$ cat config.mk
export PLATFORM = sky130hd
export DESIGN_NAME = spi_byte_slave
export DESIGN_NICKNAME = d
export VERILOG_FILES = /design/src/rtl/spi_pkg.sv /design/src/rtl/spi_sync_edge.sv /design/src/rtl/spi_byte_slave.sv
export SDC_FILE = /design/constraint.sdc
export NUM_CORES = 1
export LEC_CHECK = 0
export BUFFER_PORTS_ARGS = -buffer_cell sky130_fd_sc_hd__buf_4
export CORE_MARGIN = 3
export CORE_UTILIZATION = 45
export CTS_CLUSTER_SIZE = 28
export DETAILED_ROUTE_END_ITERATION = 8
export PLACE_DENSITY = 0.67
export SYNTH_ARGS = -nofsm -noshare
export SYNTH_HDL_FRONTEND = slang
export SYNTH_HIERARCHICAL = 1
export SYNTH_SLANG_ARGS = --single-unit
$ cat constraint.sdc
create_clock -name clk -period 1.5 [get_ports clk]
set_input_delay 0.075 -clock clk [delete_from_list [all_inputs] [get_ports clk]]
set_output_delay 0.075 -clock clk [all_outputs]
set_load 0.01 [all_outputs]
$ cat src/rtl/spi_pkg.sv
// Shared widths and state encoding for the SPI byte slave front end.
package spi_pkg;

   localparam int unsigned SPI_BYTE_W   = 8;
   localparam int unsigned SPI_BITCNT_W = 3;

   typedef enum logic {
      SPI_IDLE,
      SPI_ACTIVE
   } spi_state_e;

endpackage

$ cat src/rtl/spi_sync_edge.sv
// Multi-flop synchronizer plus history flop; outputs the delayed level and
// registered single-cycle rise/fall pulses aligned with that level.
module spi_sync_edge #(
   parameter int unsigned SYNC_STAGES = 2,
   parameter logic        RST_VAL     = 1'b0
) (
   input  logic clk,
   input  logic rst,
   input  logic din,
   output logic level,
   output logic rise,
   output logic fall
);

   logic [SYNC_STAGES-1:0] sync;
   logic [SYNC_STAGES:0]   primed;

   // Edges are suppressed until the pipeline holds only real pin samples,
   // so a pin level that differs from RST_VAL after reset is not an edge.
   always_ff @(posedge clk or posedge rst) begin
      if (rst) begin
         sync   <= {SYNC_STAGES{RST_VAL}};
         level  <= RST_VAL;
         rise   <= 1'b0;
         fall   <= 1'b0;
         primed <= '0;
      end else begin
         sync   <= {sync[SYNC_STAGES-2:0], din};
         level  <= sync[SYNC_STAGES-1];
         primed <= {primed[SYNC_STAGES-1:0], 1'b1};
         rise   <= primed[SYNC_STAGES] & sync[SYNC_STAGES-1] & ~level;
         fall   <= primed[SYNC_STAGES] & ~sync[SYNC_STAGES-1] & level;
      end
   end

endmodule

$ cat src/rtl/spi_byte_slave.sv
// SPI mode-0 byte slave: oversampled pins, byte strobe with first-byte flag,
// and a transmit shift register reloaded from sdata at every byte boundary.
module spi_byte_slave
   import spi_pkg::*;
#(
   parameter int unsigned SYNC_STAGES = 2
) (
   input  logic                  clk,
   input  logic                  rst,
   input  logic                  mosi,
   output logic                  miso,
   input  logic                  sck,
   input  logic                  cs,
   output logic [SPI_BYTE_W-1:0] mdata,
   input  logic [SPI_BYTE_W-1:0] sdata,
   output logic                  data_valid_read,
   output logic                  data_firstbyte
);

   logic sck_level_unused, sck_rise, sck_fall;
   logic cs_s, cs_rise, cs_fall, cs_act;
   logic mosi_s, mosi_rise_unused, mosi_fall_unused;

   spi_sync_edge #(.SYNC_STAGES(SYNC_STAGES), .RST_VAL(1'b0)) u_sck_sync (
      .clk(clk), .rst(rst), .din(sck),
      .level(sck_level_unused), .rise(sck_rise), .fall(sck_fall)
   );

   spi_sync_edge #(.SYNC_STAGES(SYNC_STAGES), .RST_VAL(1'b1)) u_cs_sync (
      .clk(clk), .rst(rst), .din(cs),
      .level(cs_s), .rise(cs_rise), .fall(cs_fall)
   );

   spi_sync_edge #(.SYNC_STAGES(SYNC_STAGES), .RST_VAL(1'b0)) u_mosi_sync (
      .clk(clk), .rst(rst), .din(mosi),
      .level(mosi_s), .rise(mosi_rise_unused), .fall(mosi_fall_unused)
   );

   assign cs_act = ~cs_s;

   spi_state_e              state, state_n;
   logic [SPI_BITCNT_W-1:0] bitcnt, bitcnt_n;
   logic                    first, first_n;
   logic                    reload, reload_n;
   logic [SPI_BYTE_W-1:0]   tx_sr, tx_n;
   logic [SPI_BYTE_W-1:0]   rx_sr, rx_n;
   logic [SPI_BYTE_W-1:0]   mdata_n;
   logic                    dvr_n, fb_n, miso_n;

   always_ff @(posedge clk or posedge rst) begin
      if (rst) begin
         state           <= SPI_IDLE;
         bitcnt          <= '0;
         first           <= 1'b1;
         reload          <= 1'b0;
         tx_sr           <= '0;
         rx_sr           <= '0;
         mdata           <= '0;
         data_valid_read <= 1'b0;
         data_firstbyte  <= 1'b0;
         miso            <= 1'b0;
      end else begin
         state           <= state_n;
         bitcnt          <= bitcnt_n;
         first           <= first_n;
         reload          <= reload_n;
         tx_sr           <= tx_n;
         rx_sr           <= rx_n;
         mdata           <= mdata_n;
         data_valid_read <= dvr_n;
         data_firstbyte  <= fb_n;
         miso            <= miso_n;
      end
   end

   // Next-state and datapath; cs_rise is checked first so it wins over sck_rise.
   always_comb begin
      state_n  = state;
      bitcnt_n = bitcnt;
      first_n  = first;
      reload_n = reload;
      tx_n     = tx_sr;
      rx_n     = rx_sr;
      mdata_n  = mdata;
      dvr_n    = 1'b0;
      fb_n     = 1'b0;

      unique case (state)
         SPI_IDLE: begin
            bitcnt_n = '0;
            first_n  = 1'b1;
            reload_n = 1'b0;
            if (cs_fall) begin
               tx_n    = sdata;
               state_n = SPI_ACTIVE;
            end
         end
         SPI_ACTIVE: begin
            if (cs_rise) begin
               state_n  = SPI_IDLE;
               bitcnt_n = '0;
               first_n  = 1'b1;
               reload_n = 1'b0;
            end else if (sck_rise) begin
               rx_n     = {rx_sr[SPI_BYTE_W-2:0], mosi_s};
               bitcnt_n = bitcnt + SPI_BITCNT_W'(1);
               if (bitcnt == SPI_BITCNT_W'(SPI_BYTE_W - 1)) begin
                  mdata_n  = {rx_sr[SPI_BYTE_W-2:0], mosi_s};
                  dvr_n    = 1'b1;
                  fb_n     = first;
                  first_n  = 1'b0;
                  reload_n = 1'b1;
               end
            end else if (sck_fall) begin
               if (reload) begin
                  tx_n     = sdata;
                  reload_n = 1'b0;
               end else begin
                  tx_n = {tx_sr[SPI_BYTE_W-2:0], 1'b0};
               end
            end
         end
         default: state_n = SPI_IDLE;
      endcase

      // Uses the next shift-register value so the first MSB appears with the load.
      miso_n = cs_act & tx_n[SPI_BYTE_W-1];
   end

endmodule

==> results of run 1 <==
routing by layer:
| metal | vias up | part of all wire [%] | GRT usage, % | wire length, µm |
|---|---|---|---|---|
| met5 | - | 0 | 0 | 0 |
| met4 | 0 | 2.0 | 7.10 | 61 |
| met3 | 8 | 4.2 | 5.40 | 132 |
| met2 | 19 | 52 | 22.9 | 1610 |
| met1 | 568 | 42 | 16.5 | 1310 |
| li1 | 527 | - | - | - |
registers in the layout, summed over array words and instances (netlist names), 2 cells and up:
signal / cells
u_sck_sync/sync: 2
u_sck_sync/primed: 3
mdata: 8
u_cs_sync/primed: 3
u_mosi_sync/sync: 2
rx_sr: 7
tx_sr: 8
u_cs_sync/sync: 2
bitcnt: 3
timing repair:
action	in CTS	in global routing
hold endpoints to repair	56	0
gates cloned	1	0
buffers inserted	3	2
setup endpoints to repair	8	10
gates resized for setup	8	4
hold buffers	7	0
pin swaps	2	1
stage by stage:
stage               cell area [µm²]  hold WS [ps]  utilization [%]  TNS [ps]  cells
floorplan                      1890          -171                -      -152    128
global placement               2160         -26.3             56.2         0    203
detailed placement             2160         -23.3             56.2      -220    203
CTS                            2440          3.16             63.2     -99.3    222
global route                   2430          2.99             63.2      -148    223
finish                         2430          4.76             63.2     -31.8    223
report_power, final:
group          total [mW]  internal (mW)  switching (mW)  leakage, nW
Combinational       0.339          0.213           0.126        0.515
Sequential           1.66           1.55           0.110        0.651
Clock               0.912          0.499           0.414       0.0524
worst min path at each step:
stage	from	end	slack, ps	cells past startpoint
floorplan	rst	u_mosi_sync/level	-170	1
global placement	rst	u_mosi_sync/sync[1]	-30	2
detailed placement	rst	u_mosi_sync/sync[0]	-20	2
CTS	sdata[3]	tx_sr[3]	3	2
global route	sdata[3]	tx_sr[3]	3	2
finish	sdata[3]	tx_sr[3]	5	2
cells in the final DEF (no fill, tap or decap), types with 5 or more instances in the layout:
cell type,instances
sky130_fd_sc_hd__nor3b_1,7
sky130_fd_sc_hd__clkbuf_8,5
sky130_fd_sc_hd__inv_1,7
sky130_fd_sc_hd__mux2_2,8
sky130_fd_sc_hd__dlygate4sd3_1,7
sky130_fd_sc_hd__dfrtp_1,47
sky130_fd_sc_hd__buf_4,36
sky130_fd_sc_hd__a221o_1,6
sky130_fd_sc_hd__mux2_4,7
sky130_fd_sc_hd__nand2_1,5
final cells by class:
type,instances,area [µm²]
fillers,302,1420
flip-flops and latches,51,1280
multi-input cells,65,596
repair buffers,44,365
clock buffers,7,76.3
well taps,48,60.1
clock inverters,1,30.0
inverters,7,26.3
==> impl_metrics.xml, run 1 <==
<?xml version="1.0" encoding="UTF-8"?>
<metrics>
  <group name="outcome">
    <metric name="run_status" unit="">finished with violations</metric>
    <metric name="violations_in_the_final_reports" unit="">negative setup slack</metric>
  </group>
  <group name="setup_path">
    <metric name="worstReg2RegStart" unit="">bitcnt[0]</metric>
    <metric name="path_buf_inv" unit="">2</metric>
    <metric name="cell_with_the_most_instances_on_the_worst_path" unit="">sky130_fd_sc_hd__ha_4</metric>
    <metric name="crit_path_max_fanout" unit="">4</metric>
    <metric name="worst_path_largest_cell_delay" unit="ps">430</metric>
    <metric name="reg2reg_depth" unit="">6</metric>
    <metric name="cp_num_cells" unit="">6</metric>
    <metric name="path_delay_family" unit="">flip-flops</metric>
    <metric name="worstSetupPathType" unit="">reg -&gt; reg</metric>
    <metric name="timing.critical_path.cells" unit="">ha_4 -&gt; ha_4 -&gt; nand4b_1 -&gt; buf_4 -&gt; clkbuf_16 -&gt; mux2_4</metric>
    <metric name="required_arrival_time_at_the_worst_endpoint" unit="ps">1700</metric>
    <metric name="crit_end" unit="">mdata[3]</metric>
    <metric name="crit_slowest_cell" unit="">sky130_fd_sc_hd__dfrtp_1</metric>
    <metric name="cp-startpoint" unit="">bitcnt[0]</metric>
    <metric name="setup.worst_path.start_class" unit="">flop</metric>
    <metric name="worst_ep_arrival_time" unit="ps">1710</metric>
    <metric name="worst_reg_to_reg_setup_slack" unit="ps">-10</metric>
    <metric name="r2r-end" unit="">mdata[3]</metric>
    <metric name="cp_endpoint_kind" unit="">flop</metric>
  </group>
  <group name="final_layout">
    <metric name="num_antenna_cells" unit="">0</metric>
    <metric name="drive_above_1_share" unit="%">37.7</metric>
    <metric name="area_delta_synth_final" unit="%">29.0</metric>
    <metric name="fin_nets" unit="">190</metric>
  </group>
  <group name="place">
    <metric name="io_buffers" unit="">23</metric>
    <metric name="place_congestion" unit="">0.722</metric>
    <metric name="preCtsSetupSlack" unit="ps">-34.4</metric>
    <metric name="dpl.hpwl" unit="µm">2120</metric>
  </group>
  <group name="sta">
    <metric name="rsz0062_at_grt" unit="">true</metric>
    <metric name="final.setup.worst_slack" unit="ps">-11.9</metric>
    <metric name="fmaxAchievable" unit="GHz">0.661</metric>
    <metric name="final_setup_violation_count" unit="">3</metric>
    <metric name="layout_worst_path_cycle_share" unit="%">101</metric>
    <metric name="hold_viol_final" unit="">0</metric>
    <metric name="final-max-slew-violation-count" unit="">0</metric>
    <metric name="period_needed" unit="ps">1510</metric>
    <metric name="final.setup_skew" unit="ps">7.12</metric>
  </group>
  <group name="cts">
    <metric name="cts_root_buffer" unit="">sky130_fd_sc_hd__clkbuf_8</metric>
    <metric name="htree_num_levels" unit="">2</metric>
    <metric name="cts_tree" unit="">done</metric>
    <metric name="max-clock-path-buffers" unit="">2</metric>
    <metric name="clkLatencyLatePin" unit="ps">300</metric>
    <metric name="clock_buffer_count_from_cts" unit="">5</metric>
    <metric name="clock-sinks" unit="">51</metric>
    <metric name="clock_transition_time_at_the_flip_flop_clock_pins_of_the_worst_setup_and_hold_paths" unit="ps">80</metric>
  </group>
  <group name="global_route">
    <metric name="first_global_vias" unit="">1229</metric>
    <metric name="grt.overflow.total" unit="">0</metric>
    <metric name="grt_pass1_wl" unit="µm">5500</metric>
    <metric name="grt_use_total" unit="%">14.2</metric>
    <metric name="pin_count_of_the_biggest_net_entering_global_routing" unit="">33</metric>
    <metric name="number_of_antenna_violations_at_the_first_check_in_global_routing" unit="">0</metric>
  </group>
  <group name="drt">
    <metric name="drc_violations_left" unit="">0</metric>
    <metric name="first_iter_violations" unit="">36</metric>
    <metric name="dr_total_vias" unit="">1122</metric>
    <metric name="first_pass_iters" unit="">3</metric>
    <metric name="routed_wirelength" unit="µm">3110</metric>
    <metric name="drtAntennaViolNets" unit="">0</metric>
    <metric name="vias_per_cell" unit="">5.03</metric>
    <metric name="avgRoutedWirePerCell" unit="µm">14.0</metric>
  </group>
  <group name="floorplanning">
    <metric name="dieArea" unit="µm²">5010</metric>
    <metric name="cell_row_count" unit="">22</metric>
    <metric name="effective_utilization_at_floorplan" unit="%">49.0</metric>
    <metric name="core_region_area" unit="µm²">3850</metric>
    <metric name="die_height" unit="µm">70.8</metric>
    <metric name="pin_count" unit="">24</metric>
    <metric name="die_w" unit="µm">70.8</metric>
  </group>
  <group name="power_and_ir_drop">
    <metric name="ir_worst_vdd" unit="V">0.000725</metric>
    <metric name="p_leak" unit="nW">1.22</metric>
    <metric name="total_power" unit="mW">2.91</metric>
    <metric name="power_per_cell_area" unit="nW/µm²">1190</metric>
  </group>
  <group name="synth">
    <metric name="syn_inst" unit="">128</metric>
    <metric name="syn_nets" unit="">144</metric>
    <metric name="synth_area_per_cell" unit="µm²">14.8</metric>
    <metric name="synth.yosys.warnings" unit="">6</metric>
    <metric name="synth_area" unit="µm²">1890</metric>
  </group>
  <group name="hold_path">
    <metric name="hp-class" unit="">in -&gt; reg</metric>
  </group>
  <group name="job">
    <metric name="cap_viol_max_count" unit="">0</metric>
  </group>
</metrics>
(Power assumes the default switching activity.)
==> run 2, diff against run 1 <==
- HOLD_SLACK_MARGIN: default -> 0.15
- MAX_ROUTING_LAYER: default -> met4
==> impl_metrics.xml, run 2 (synthesis results as in run 1) <==
<?xml version="1.0" encoding="UTF-8"?>
<metrics>
  <group name="global_route">
    <metric name="first_global_vias" unit="">1256</metric>
    <metric name="number_of_antenna_violations_at_the_first_check_in_global_routing" unit="">0</metric>
    <metric name="grt_pass1_wl" unit="µm">5690</metric>
    <metric name="grt.overflow.total" unit="">0</metric>
    <metric name="grt_use_total" unit="%">15.2</metric>
    <metric name="pin_count_of_the_biggest_net_entering_global_routing" unit="">33</metric>
  </group>
  <group name="final_layout">
    <metric name="fin_nets" unit="">194</metric>
    <metric name="filler_cell_count" unit="">295</metric>
    <metric name="combined_area_of_the_multi_input_logic_cells" unit="µm²">596</metric>
    <metric name="area_delta_synth_final" unit="%">31.1</metric>
    <metric name="final_cell_mix" unit="">sky130_fd_sc_hd__dfrtp_1 (47), sky130_fd_sc_hd__buf_4 (36), sky130_fd_sc_hd__dlygate4sd3_1 (11)</metric>
    <metric name="largest_registers_in_the_final_layout" unit="">mdata x8, tx_sr x8, rx_sr x7</metric>
    <metric name="leading_cell_type_in_the_layout_fill_and_taps_excluded" unit="">sky130_fd_sc_hd__dfrtp_1</metric>
    <metric name="drive_above_1_share" unit="%">36.9</metric>
    <metric name="layout.area.seq" unit="µm²">1280</metric>
    <metric name="num_antenna_cells" unit="">0</metric>
  </group>
  <group name="drt">
    <metric name="dr_wl_met3" unit="µm">137</metric>
    <metric name="vias_per_cell" unit="">5.00</metric>
    <metric name="dr_wl_met2" unit="µm">1650</metric>
    <metric name="avgRoutedWirePerCell" unit="µm">14.2</metric>
    <metric name="first_iter_violations" unit="">53</metric>
    <metric name="highest_layer" unit="">met4</metric>
    <metric name="routedLengthMet1" unit="µm">1330</metric>
    <metric name="routed_wirelength" unit="µm">3220</metric>
    <metric name="drc_violations_left" unit="">0</metric>
    <metric name="drtAntennaViolNets" unit="">0</metric>
    <metric name="dr_total_vias" unit="">1134</metric>
    <metric name="first_pass_iters" unit="">4</metric>
  </group>
  <group name="sta">
    <metric name="layout_worst_path_cycle_share" unit="%">101</metric>
    <metric name="fmaxAchievable" unit="GHz">0.661</metric>
    <metric name="final.setup_skew" unit="ps">7.11</metric>
    <metric name="final.setup.worst_slack" unit="ps">-11.9</metric>
    <metric name="period_needed" unit="ps">1510</metric>
    <metric name="hold_viol_final" unit="">0</metric>
    <metric name="final_setup_violation_count" unit="">3</metric>
    <metric name="rsz0062_at_grt" unit="">true</metric>
    <metric name="summed_negative_setup_slack_over_all_endpoints" unit="ps">-31.7</metric>
    <metric name="final-max-slew-violation-count" unit="">0</metric>
  </group>
  <group name="floorplanning">
    <metric name="core_region_area" unit="µm²">3850</metric>
    <metric name="dieArea" unit="µm²">5010</metric>
    <metric name="cell_row_count" unit="">22</metric>
    <metric name="die_height" unit="µm">70.8</metric>
    <metric name="die_w" unit="µm">70.8</metric>
    <metric name="effective_utilization_at_floorplan" unit="%">49.0</metric>
    <metric name="pin_count" unit="">24</metric>
  </group>
  <group name="setup_path">
    <metric name="worst_reg_to_reg_setup_slack" unit="ps">-10</metric>
    <metric name="worst_path_largest_cell_delay" unit="ps">430</metric>
    <metric name="cp-startpoint" unit="">bitcnt[0]</metric>
    <metric name="cell_with_the_most_instances_on_the_worst_path" unit="">sky130_fd_sc_hd__ha_4</metric>
    <metric name="worstReg2RegStart" unit="">bitcnt[0]</metric>
    <metric name="crit_path_max_fanout" unit="">4</metric>
    <metric name="reg2reg_depth" unit="">6</metric>
    <metric name="worstSetupPathType" unit="">reg -&gt; reg</metric>
    <metric name="crit_slowest_cell" unit="">sky130_fd_sc_hd__dfrtp_1</metric>
    <metric name="r2r-end" unit="">mdata[3]</metric>
    <metric name="setup.worst_path.start_class" unit="">flop</metric>
    <metric name="timing.critical_path.cells" unit="">ha_4 -&gt; ha_4 -&gt; nand4b_1 -&gt; buf_4 -&gt; clkbuf_16 -&gt; mux2_4</metric>
    <metric name="crit_end" unit="">mdata[3]</metric>
    <metric name="required_arrival_time_at_the_worst_endpoint" unit="ps">1690</metric>
    <metric name="worst_ep_arrival_time" unit="ps">1710</metric>
    <metric name="cp_endpoint_kind" unit="">flop</metric>
  </group>
  <group name="cts">
    <metric name="htree_num_levels" unit="">2</metric>
    <metric name="clock_transition_time_at_the_flip_flop_clock_pins_of_the_worst_setup_and_hold_paths" unit="ps">80</metric>
    <metric name="clock_buffer_count_from_cts" unit="">5</metric>
    <metric name="max-clock-path-buffers" unit="">2</metric>
    <metric name="clock-sinks" unit="">51</metric>
    <metric name="cts_root_buffer" unit="">sky130_fd_sc_hd__clkbuf_8</metric>
    <metric name="clkLatencyLatePin" unit="ps">300</metric>
    <metric name="cts_tree" unit="">done</metric>
  </group>
  <group name="place">
    <metric name="preCtsSetupSlack" unit="ps">-34.4</metric>
    <metric name="io_buffers" unit="">23</metric>
    <metric name="dpl.hpwl" unit="µm">2120</metric>
    <metric name="place_congestion" unit="">0.730</metric>
  </group>
  <group name="power_and_ir_drop">
    <metric name="p_leak" unit="nW">1.24</metric>
    <metric name="ir_worst_vdd" unit="V">0.000784</metric>
    <metric name="power_per_cell_area" unit="nW/µm²">1180</metric>
  </group>
  <group name="outcome">
    <metric name="run_status" unit="">finished with violations</metric>
    <metric name="violations_in_the_final_reports" unit="">negative setup slack</metric>
  </group>
  <group name="job">
    <metric name="cap_viol_max_count" unit="">0</metric>
  </group>
  <group name="hold_path">
    <metric name="hp-class" unit="">in -&gt; async</metric>
  </group>
</metrics>
[run 2: metal layers]
layer / vias up / GRT usage, %
met5: - / -
li1: 535 / -
met4: 0 / 8.35
met3: 12 / 5.26
met2: 27 / 23.8
met1: 560 / 17.0
[run 2: worst max-delay path, delay by kind of cell (launching register included)]
kind          cells  cell delay [ps]
flops             1              430
fa+ha+maj         2              330
buf+inv           2              260
mux               1              290
simple gates      1              100
[run 2: cell type report]
type	count	share of cell area, %
multi-input combinational	65	24.1
tap	48	2.43
clock inverter	1	1.21
sequential	51	51.8
clock buffer	7	3.08
timing repair buffer	48	16.4
inverter	7	1.06
[run 2: worst min-delay path by stage]
stage / startpoint / endpoint / slack, ps / depth (start not counted)
global placement: rst / u_mosi_sync/sync[1] / -30 / 2
finish: rst / u_mosi_sync/sync[1] / 210 / 3
detailed placement: rst / u_mosi_sync/sync[0] / -20 / 2
CTS: rst / u_mosi_sync/sync[1] / 200 / 3
global route: rst / u_mosi_sync/sync[1] / 200 / 3
floorplan: rst / u_mosi_sync/level / -170 / 1
[run 2: repair_timing]
item                                   in CTS  in global routing
buffers inserted                            3                  2
cloned                                      1                  0
setup endpoints to repair                   8                 10
hold buffers                               11                  0
pin swaps                                   2                  1
resized for setup                           8                  4
endpoints found under the hold margin      60                  0
[run 2: metrics by stage]
stage	hold slack, ps	cell area [µm²]	total power, mW	utilization (%)	std cells
after floorplan	-171	1890	1.89	-	128
after global placement	-26.3	2160	1.98	56.2	203
after detailed placement	-23.3	2160	2.00	56.2	203
after CTS	199	2480	2.94	64.3	226
after global routing	204	2470	3.07	64.2	227
final	208	2470	2.92	64.2	227
[run 2: power by group]
part	leakage (nW)	switching [mW]	internal, mW
Sequential	0.651	0.111	1.55
Clock	0.0524	0.412	0.499
Combinational	0.531	0.129	0.219
Total	1.24	0.652	2.27
